[src/rtl/gpio_bank_pkg.sv]
// Shared types and fixed register indices for the GPIO bank.
package gpio_bank_pkg;

  localparam int unsigned ADDR_W = 4;

  typedef enum logic [1:0] {
    MODE_LOAD = 2'b00,
    MODE_SET  = 2'b01,
    MODE_CLR  = 2'b10,
    MODE_TGL  = 2'b11
  } bus_mode_e;

  localparam logic [ADDR_W-1:0] ADDR_IN   = 4'd0;
  localparam logic [ADDR_W-1:0] ADDR_OUT0 = 4'd1;

endpackage

[src/rtl/gpio_in_cond.sv]
// Input conditioning for the GPIO bank: 2-flop synchroniser, optional
// per-bit debouncer (GPIO_BANK_DEBOUNCE_EN) and a per-bit rise pulse.
// A bit only reports rises after it has been seen low since reset, so
// inputs already high when reset releases do not raise a spurious edge.
module gpio_in_cond
  import gpio_bank_pkg::*;
#(
  parameter int unsigned DATA_W     = 16,
  parameter int unsigned DEB_CYCLES = 16
) (
  input  logic              clk,
  input  logic              rst_n,
  input  logic [DATA_W-1:0] din,
  output logic [DATA_W-1:0] in_val,
  output logic [DATA_W-1:0] rise_c
);

  logic [DATA_W-1:0] sync1;
  logic [DATA_W-1:0] sync2;
  logic [1:0]        sync_vld;
  logic [DATA_W-1:0] in_prev;
  logic [DATA_W-1:0] armed;
  logic [DATA_W-1:0] commit_c;

  // Two-stage synchroniser; sync_vld marks when sync2 carries real samples.
  always_ff @(posedge clk or negedge rst_n) begin
    if (!rst_n) begin
      sync1    <= '0;
      sync2    <= '0;
      sync_vld <= '0;
    end else begin
      sync1    <= din;
      sync2    <= sync1;
      sync_vld <= {sync_vld[0], 1'b1};
    end
  end

`ifdef GPIO_BANK_DEBOUNCE_EN
  localparam int unsigned CNT_W = $clog2(DEB_CYCLES + 1);
  localparam logic [CNT_W-1:0] CNT_MAX = CNT_W'(DEB_CYCLES - 1);

  logic [DATA_W-1:0]            stable_ref;
  logic [DATA_W-1:0][CNT_W-1:0] cnt;
  logic [DATA_W-1:0]            deb_q;

  // Per-bit stability counter; restarts on any change of the synchronised bit.
  always_ff @(posedge clk or negedge rst_n) begin
    if (!rst_n) begin
      stable_ref <= '0;
      cnt        <= '0;
      deb_q      <= '0;
    end else if (sync_vld[1]) begin
      for (int i = 0; i < DATA_W; i++) begin
        if (sync2[i] != stable_ref[i]) begin
          stable_ref[i] <= sync2[i];
          cnt[i]        <= '0;
        end else if (cnt[i] == CNT_MAX) begin
          deb_q[i] <= sync2[i];
        end else begin
          cnt[i] <= cnt[i] + CNT_W'(1);
        end
      end
    end
  end

  // A bit's conditioned value is confirmed once its counter has saturated.
  always_comb begin
    commit_c = '0;
    for (int i = 0; i < DATA_W; i++) begin
      commit_c[i] = sync_vld[1] && (sync2[i] == stable_ref[i]) && (cnt[i] == CNT_MAX);
    end
  end

  assign in_val = deb_q;
`else
  logic deb_unused;

  assign deb_unused = |DEB_CYCLES;
  assign in_val     = sync2;
  assign commit_c   = {DATA_W{sync_vld[1]}};
`endif

  // Track previous level and arm each bit once it is confirmed low.
  always_ff @(posedge clk or negedge rst_n) begin
    if (!rst_n) begin
      in_prev <= '0;
      armed   <= '0;
    end else begin
      in_prev <= in_val;
      armed   <= armed | (commit_c & ~sync2);
    end
  end

  assign rise_c = in_val & ~in_prev & armed;

endmodule

[src/rtl/gpio_bank.sv]
// GPIO bank: register-mapped output channels with set/clear/toggle writes,
// conditioned switch inputs and a rise-edge level interrupt.
// Optional input debouncing is enabled by defining GPIO_BANK_DEBOUNCE_EN.
module gpio_bank
  import gpio_bank_pkg::*;
#(
  parameter int unsigned DATA_W     = 16,
  parameter int unsigned N_OUT      = 2,
  parameter int unsigned DEB_CYCLES = 16
) (
  input  logic                    CLK,
  input  logic                    RST_n,
  input  logic [ADDR_W-1:0]       bus_addr,
  input  logic                    bus_wr,
  input  logic                    bus_rd,
  input  logic [1:0]              bus_mode,
  input  logic [DATA_W-1:0]       bus_wdata,
  output logic [DATA_W-1:0]       bus_rdata,
  output logic                    bus_rvalid,
  input  logic [DATA_W-1:0]       DIN_SW,
  output logic [N_OUT*DATA_W-1:0] DOUT,
  output logic                    irq
);

  localparam logic [ADDR_W-1:0] ADDR_IRQ_EN   = ADDR_W'(N_OUT + 1);
  localparam logic [ADDR_W-1:0] ADDR_IRQ_STAT = ADDR_W'(N_OUT + 2);

  logic [N_OUT-1:0][DATA_W-1:0] out_q;
  logic [N_OUT-1:0][DATA_W-1:0] out_d;
  logic [DATA_W-1:0]            irq_en;
  logic [DATA_W-1:0]            en_d;
  logic [DATA_W-1:0]            irq_stat;
  logic [DATA_W-1:0]            stat_d;
  logic [DATA_W-1:0]            w1c;
  logic [DATA_W-1:0]            rd_mux;
  logic [DATA_W-1:0]            in_val;
  logic [DATA_W-1:0]            rise_c;

  function automatic logic [DATA_W-1:0] apply_mode(
    input bus_mode_e         mode,
    input logic [DATA_W-1:0] cur,
    input logic [DATA_W-1:0] wd
  );
    logic [DATA_W-1:0] res;
    case (mode)
      MODE_SET: res = cur | wd;
      MODE_CLR: res = cur & ~wd;
      MODE_TGL: res = cur ^ wd;
      default:  res = wd;
    endcase
    return res;
  endfunction

  gpio_in_cond #(
    .DATA_W     (DATA_W),
    .DEB_CYCLES (DEB_CYCLES)
  ) u_in_cond (
    .clk    (CLK),
    .rst_n  (RST_n),
    .din    (DIN_SW),
    .in_val (in_val),
    .rise_c (rise_c)
  );

  // Next register values from bus writes and input edges; a new edge beats W1C.
  always_comb begin
    out_d = out_q;
    en_d  = irq_en;
    w1c   = '0;
    for (int k = 0; k < int'(N_OUT); k++) begin
      if (bus_wr && (bus_addr == ADDR_OUT0 + ADDR_W'(k))) begin
        out_d[k] = apply_mode(bus_mode_e'(bus_mode), out_q[k], bus_wdata);
      end
    end
    if (bus_wr && (bus_addr == ADDR_IRQ_EN)) begin
      en_d = bus_wdata;
    end
    if (bus_wr && (bus_addr == ADDR_IRQ_STAT)) begin
      w1c = bus_wdata;
    end
    stat_d = (irq_stat & ~w1c) | (rise_c & irq_en);
  end

  // Read mux over current (pre-write) register contents.
  always_comb begin
    rd_mux = '0;
    if (bus_addr == ADDR_IN) begin
      rd_mux = in_val;
    end
    for (int k = 0; k < int'(N_OUT); k++) begin
      if (bus_addr == ADDR_OUT0 + ADDR_W'(k)) begin
        rd_mux = out_q[k];
      end
    end
    if (bus_addr == ADDR_IRQ_EN) begin
      rd_mux = irq_en;
    end
    if (bus_addr == ADDR_IRQ_STAT) begin
      rd_mux = irq_stat;
    end
  end

  // Control/status registers and the registered interrupt level.
  always_ff @(posedge CLK or negedge RST_n) begin
    if (!RST_n) begin
      out_q    <= '0;
      irq_en   <= '0;
      irq_stat <= '0;
      irq      <= 1'b0;
    end else begin
      out_q    <= out_d;
      irq_en   <= en_d;
      irq_stat <= stat_d;
      irq      <= |(stat_d & en_d);
    end
  end

  // One-cycle read response; data holds until the next read.
  always_ff @(posedge CLK or negedge RST_n) begin
    if (!RST_n) begin
      bus_rdata  <= '0;
      bus_rvalid <= 1'b0;
    end else begin
      bus_rvalid <= bus_rd;
      if (bus_rd) begin
        bus_rdata <= rd_mux;
      end
    end
  end

  assign DOUT = out_q;

endmodule

[config.mk]
export PLATFORM = sky130hd
export DESIGN_NAME = gpio_bank
export DESIGN_NICKNAME = d
export VERILOG_FILES = /design/src/rtl/gpio_bank_pkg.sv /design/src/rtl/gpio_in_cond.sv /design/src/rtl/gpio_bank.sv
export SDC_FILE = /design/constraint.sdc
export NUM_CORES = 1
export LEC_CHECK = 0
export ABC_AREA = 0
export CAP_MARGIN = 20
export CORE_MARGIN = 2
export CORE_UTILIZATION = 43
export DETAILED_ROUTE_END_ITERATION = 10
export DONT_BUFFER_PORTS = 1
export PLACE_DENSITY = 0.69
export SYNTH_ARGS = -nofsm -noshare
export SYNTH_HDL_FRONTEND = slang
export SYNTH_SLANG_ARGS = --single-unit
export TNS_END_PERCENT = 100
[constraint.sdc]
create_clock -name CLK -period 1.7 [get_ports CLK]
set_input_delay 0.17 -clock CLK [delete_from_list [all_inputs] [get_ports CLK]]
set_output_delay 0.17 -clock CLK [all_outputs]
set_load 0.02 [all_outputs]
==> flow_metrics.tcl <==
set metrics [dict create \
    worstReg2RegStart "DOUT[28]$_DFFE_PN0P_" \
    grt_use_total_pct 23.3 \
    portBuffers 0 \
    postSynthNetCount 802 \
    initial_utilization_pct 43.5 \
    count_of_clock_tree_sinks 148 \
    irDropWorstVdd_mv 0.720 \
    clock-skew-final_ns 0.00982 \
    drt_iter0_markers 572 \
    finalCoreUtilization_pct 52.4 \
    final-max-slew-violation-count 0 \
    vias 5792 \
    placed_cell_area_um2 7950 \
    synthToLayoutAreaGrowth_pct 20.3 \
    synthDominantCellAreaShare_pct 49.5 \
    syn_area_per_cell_um2 10.7 \
    cts-buffers-inserted 17 \
    detail_route.wl_per_cell_um 20.8 \
    ys_seq_area_share_pct 49.5 \
    fin_tns_setup_ns 0 \
    chipWidth_um 136 \
    drcViolationCount 0 \
    p_leak_uw 0.00397 \
    synth-warning-count 0 \
    fin_nets 857 \
    clk_transition_reported_paths_ns 0.06 \
    reg2reg_setup_slack_ns 0.08 \
    final_design_area_no_fill_um2 9000 \
    synth-edff-count 0 \
    grt_antenna_before_repair 0 \
    yosys-top-cells-area "sky130_fd_sc_hd__dfrtp_1, sky130_fd_sc_hd__ha_1, sky130_fd_sc_hd__a211oi_1, sky130_fd_sc_hd__mux2_2, sky130_fd_sc_hd__inv_1" \
    worst-path-max-fanout 4 \
    insertion_delay_ns 0.43 \
    synth_most_common_cell "sky130_fd_sc_hd__dfrtp_1" \
    final_min_period_over_clock_period_pct 95.2 \
    grt_setup_unrepaired "no" \
    buffer_count_from_post_cts_setup_fixing 0 \
    grt_util_met1_pct 32.9 \
    cts_hold_buffers 43 \
    groute.layer.met3.usage_pct 4.66 \
    syn_area_um2 7480 \
    detail_route.wirelength_mm 20.5 \
    via_count_of_the_first_global_routing_pass 5956 \
    setup_slack_ns 0.0815 \
    synth.largest_area_cell "sky130_fd_sc_hd__dfrtp_1" \
    post-dp-hpwl_mm 13.6 \
    crit_start "DOUT[28]$_DFFE_PN0P_" \
    drt_pass1_iterations 7 \
    final_period_minus_worst_setup_slack_ns 1.62 \
    clock_tree.buffer_depth 2 \
    final-setup-viol-count 0 \
    run_status "finished with violations" \
    core_um2 17200 \
    crit-reg2reg-capture "DOUT[28]$_DFFE_PN0P_" \
    slew_headroom_pct 66.7 \
    cts_htree_levels 4 \
    synth.ff_latch_count 148 \
    rows 48 \
    timing_hold_violations_final 148 \
    groute.layer.met2.usage_pct 35.6 \
    tritoncts "built" \
    drt.antenna.violating_nets 0 \
    wire_length_of_the_first_global_routing_pass_mm 33.1 \
    timing_worst_setup_path_type "register to register" \
    place_worst_setup_slack_ns -0.271 \
    n_antenna_cell 0 \
    worst_setup_path_start_kind "register" \
    power_uw 10100 \
    floorplan.die.height_um 136 \
    drv.max_cap_violation_count 0 \
    fin_worst_hold_slack_ns -0.563 \
    layout-drive-gt1-share_pct 17.7 \
    holdCritPathClass "input pin to asynchronous set/reset pin" \
    globalplace.congestion 0.849 \
    post_drt_via_cell_ratio 5.86 \
    total_global_routing_overflow 0 \
    synth_top_cells_by_count "sky130_fd_sc_hd__dfrtp_1, sky130_fd_sc_hd__inv_1, sky130_fd_sc_hd__a211oi_1, sky130_fd_sc_hd__ha_1, sky130_fd_sc_hd__nand2_1" \
    cts.root.buffer_cell "sky130_fd_sc_hd__clkbuf_16" \
    critPathRequiredTime_ns 2.00 \
    endpoint "DOUT[28]$_DFFE_PN0P_" \
    rr_worst_depth 5 \
    worstPathArrival_ns 1.92 \
    worstMarginPinSlew_ns 0.500 \
    asyncSetResetFlopFracSynth_pct 100 \
    die-area_um2 18500 \
    maxClockFrequency_mhz 618 \
    number_of_ports_placed_on_the_die_boundary 92 \
    syn_inst 696 \
    p_per_area_nw_per_um2 1120 \
    synth_unique_cells 30 \
    grt_busiest_layer "met2" \
    timing.critical_path.to_type "register" \
    largest_net_degree_at_the_start_of_global_routing 149 \
    failed_checks "hold timing" \
    ys.flop_type "sky130_fd_sc_hd__dfrtp_1" \
]
through the flow:
| stage | std cells | hold WS, ns |
|---|---|---|
| finish | 989 | -0.563 |
| global route | 989 | -0.571 |
| CTS | 989 | -0.571 |
| detailed placement | 914 | -0.120 |
| global placement | 914 | -0.119 |
| floorplan | 696 | -0.126 |
power breakdown:
part | switching (uW) | internal [uW] | total, uW
combinational | 936 | 808 | 1740
sequential | 616 | 3960 | 4580
clock | 1570 | 2210 | 3780
placed cells by master (no fill, tap or decap), types with 2 or more instances in the layout:
cell / count
sky130_fd_sc_hd__buf_12: 4
sky130_fd_sc_hd__clkinv_2: 3
sky130_fd_sc_hd__o21ai_0: 36
sky130_fd_sc_hd__mux2_2: 32
sky130_fd_sc_hd__nand3_1: 28
sky130_fd_sc_hd__o31ai_2: 11
sky130_fd_sc_hd__dlygate4sd3_1: 41
sky130_fd_sc_hd__a222oi_1: 16
sky130_fd_sc_hd__o31ai_1: 2
sky130_fd_sc_hd__a21o_1: 16
sky130_fd_sc_hd__dfrtp_1: 139
sky130_fd_sc_hd__nand2_1: 47
sky130_fd_sc_hd__nor2_1: 16
sky130_fd_sc_hd__a22oi_1: 12
sky130_fd_sc_hd__o31ai_4: 3
sky130_fd_sc_hd__ha_1: 64
sky130_fd_sc_hd__a211oi_1: 64
sky130_fd_sc_hd__nor4b_2: 2
sky130_fd_sc_hd__bufinv_16: 2
sky130_fd_sc_hd__clkbuf_16: 17
sky130_fd_sc_hd__o211ai_1: 16
sky130_fd_sc_hd__a21oi_1: 32
sky130_fd_sc_hd__nand4b_1: 16
sky130_fd_sc_hd__dfrtp_2: 9
sky130_fd_sc_hd__buf_4: 35
sky130_fd_sc_hd__inv_6: 5
sky130_fd_sc_hd__a2111oi_2: 4
sky130_fd_sc_hd__clkinvlp_4: 3
sky130_fd_sc_hd__inv_1: 81
state kept, by name (all words and copies together) (netlist names):
| name | cells |
|---|---|
| u_in_cond.in_prev | 16 |
| u_in_cond.armed | 16 |
| bus_rvalid | 1 |
| u_in_cond.in_val | 16 |
| irq | 1 |
| irq_stat | 16 |
| u_in_cond.sync1 | 16 |
| DOUT | 32 |
| irq_en | 16 |
| bus_rdata | 16 |
| u_in_cond.sync_vld | 2 |
repair_timing:
item	CTS	global route
hold endpoints to repair	225	148
gates resized for setup	0	9
endpoints found under the setup margin	0	9
cell type report:
class | count | area [um^2]
clock inverters | 14 | 150
multi-input cells | 423 | 3360
fillers | 1514 | 8180
flip-flops and latches | 148 | 3710
clock buffers | 18 | 439
repair buffers | 80 | 753
inverters | 81 | 304
well taps | 225 | 282
logic make-up after synthesis:
kind of cell,after synthesis,share of synthesized area (%)
buffers and inverters,125,6.53
adders and majority gates,64,10.7
muxes,32,4.82
and+or+nand+nor,114,7.98
DFF,148,49.5
AOI/OAI and AO/OA,212,20.4
other,1,0.0501
worst min-delay path by stage:
stage	start	to	slack (ns)
6_report	RST_n	DOUT[3]$_DFFE_PN0P_	-0.56
5_1_grt	RST_n	u_in_cond.sync1[4]$_DFF_PN0_	-0.57
4_1_cts	RST_n	u_in_cond.sync1[4]$_DFF_PN0_	-0.57
3_5_place_dp	RST_n	DOUT[3]$_DFFE_PN0P_	-0.12
3_3_place_gp	RST_n	DOUT[3]$_DFFE_PN0P_	-0.12
2_1_floorplan	RST_n	DOUT[0]$_DFFE_PN0P_	-0.13
metal layers:
layer  share of wire [%]  up-vias  wire (um)
met4                 2.0        0        407
met2                  47      213       9760
li1                    -     2627          -
met5                   0        -          0
met1                  44     2917       9080
met3                 6.3       35       1300
worst max-delay path, stage by stage, from the launching register on:
cell and delay, ns:
sky130_fd_sc_hd__dfrtp_1 0.55, sky130_fd_sc_hd__inv_1 0.11, sky130_fd_sc_hd__ha_1 0.28, sky130_fd_sc_hd__mux2_2 0.26, sky130_fd_sc_hd__a211oi_1 0.23, sky130_fd_sc_hd__a21oi_1 0.06
Power figures use the tool's default switching activity.
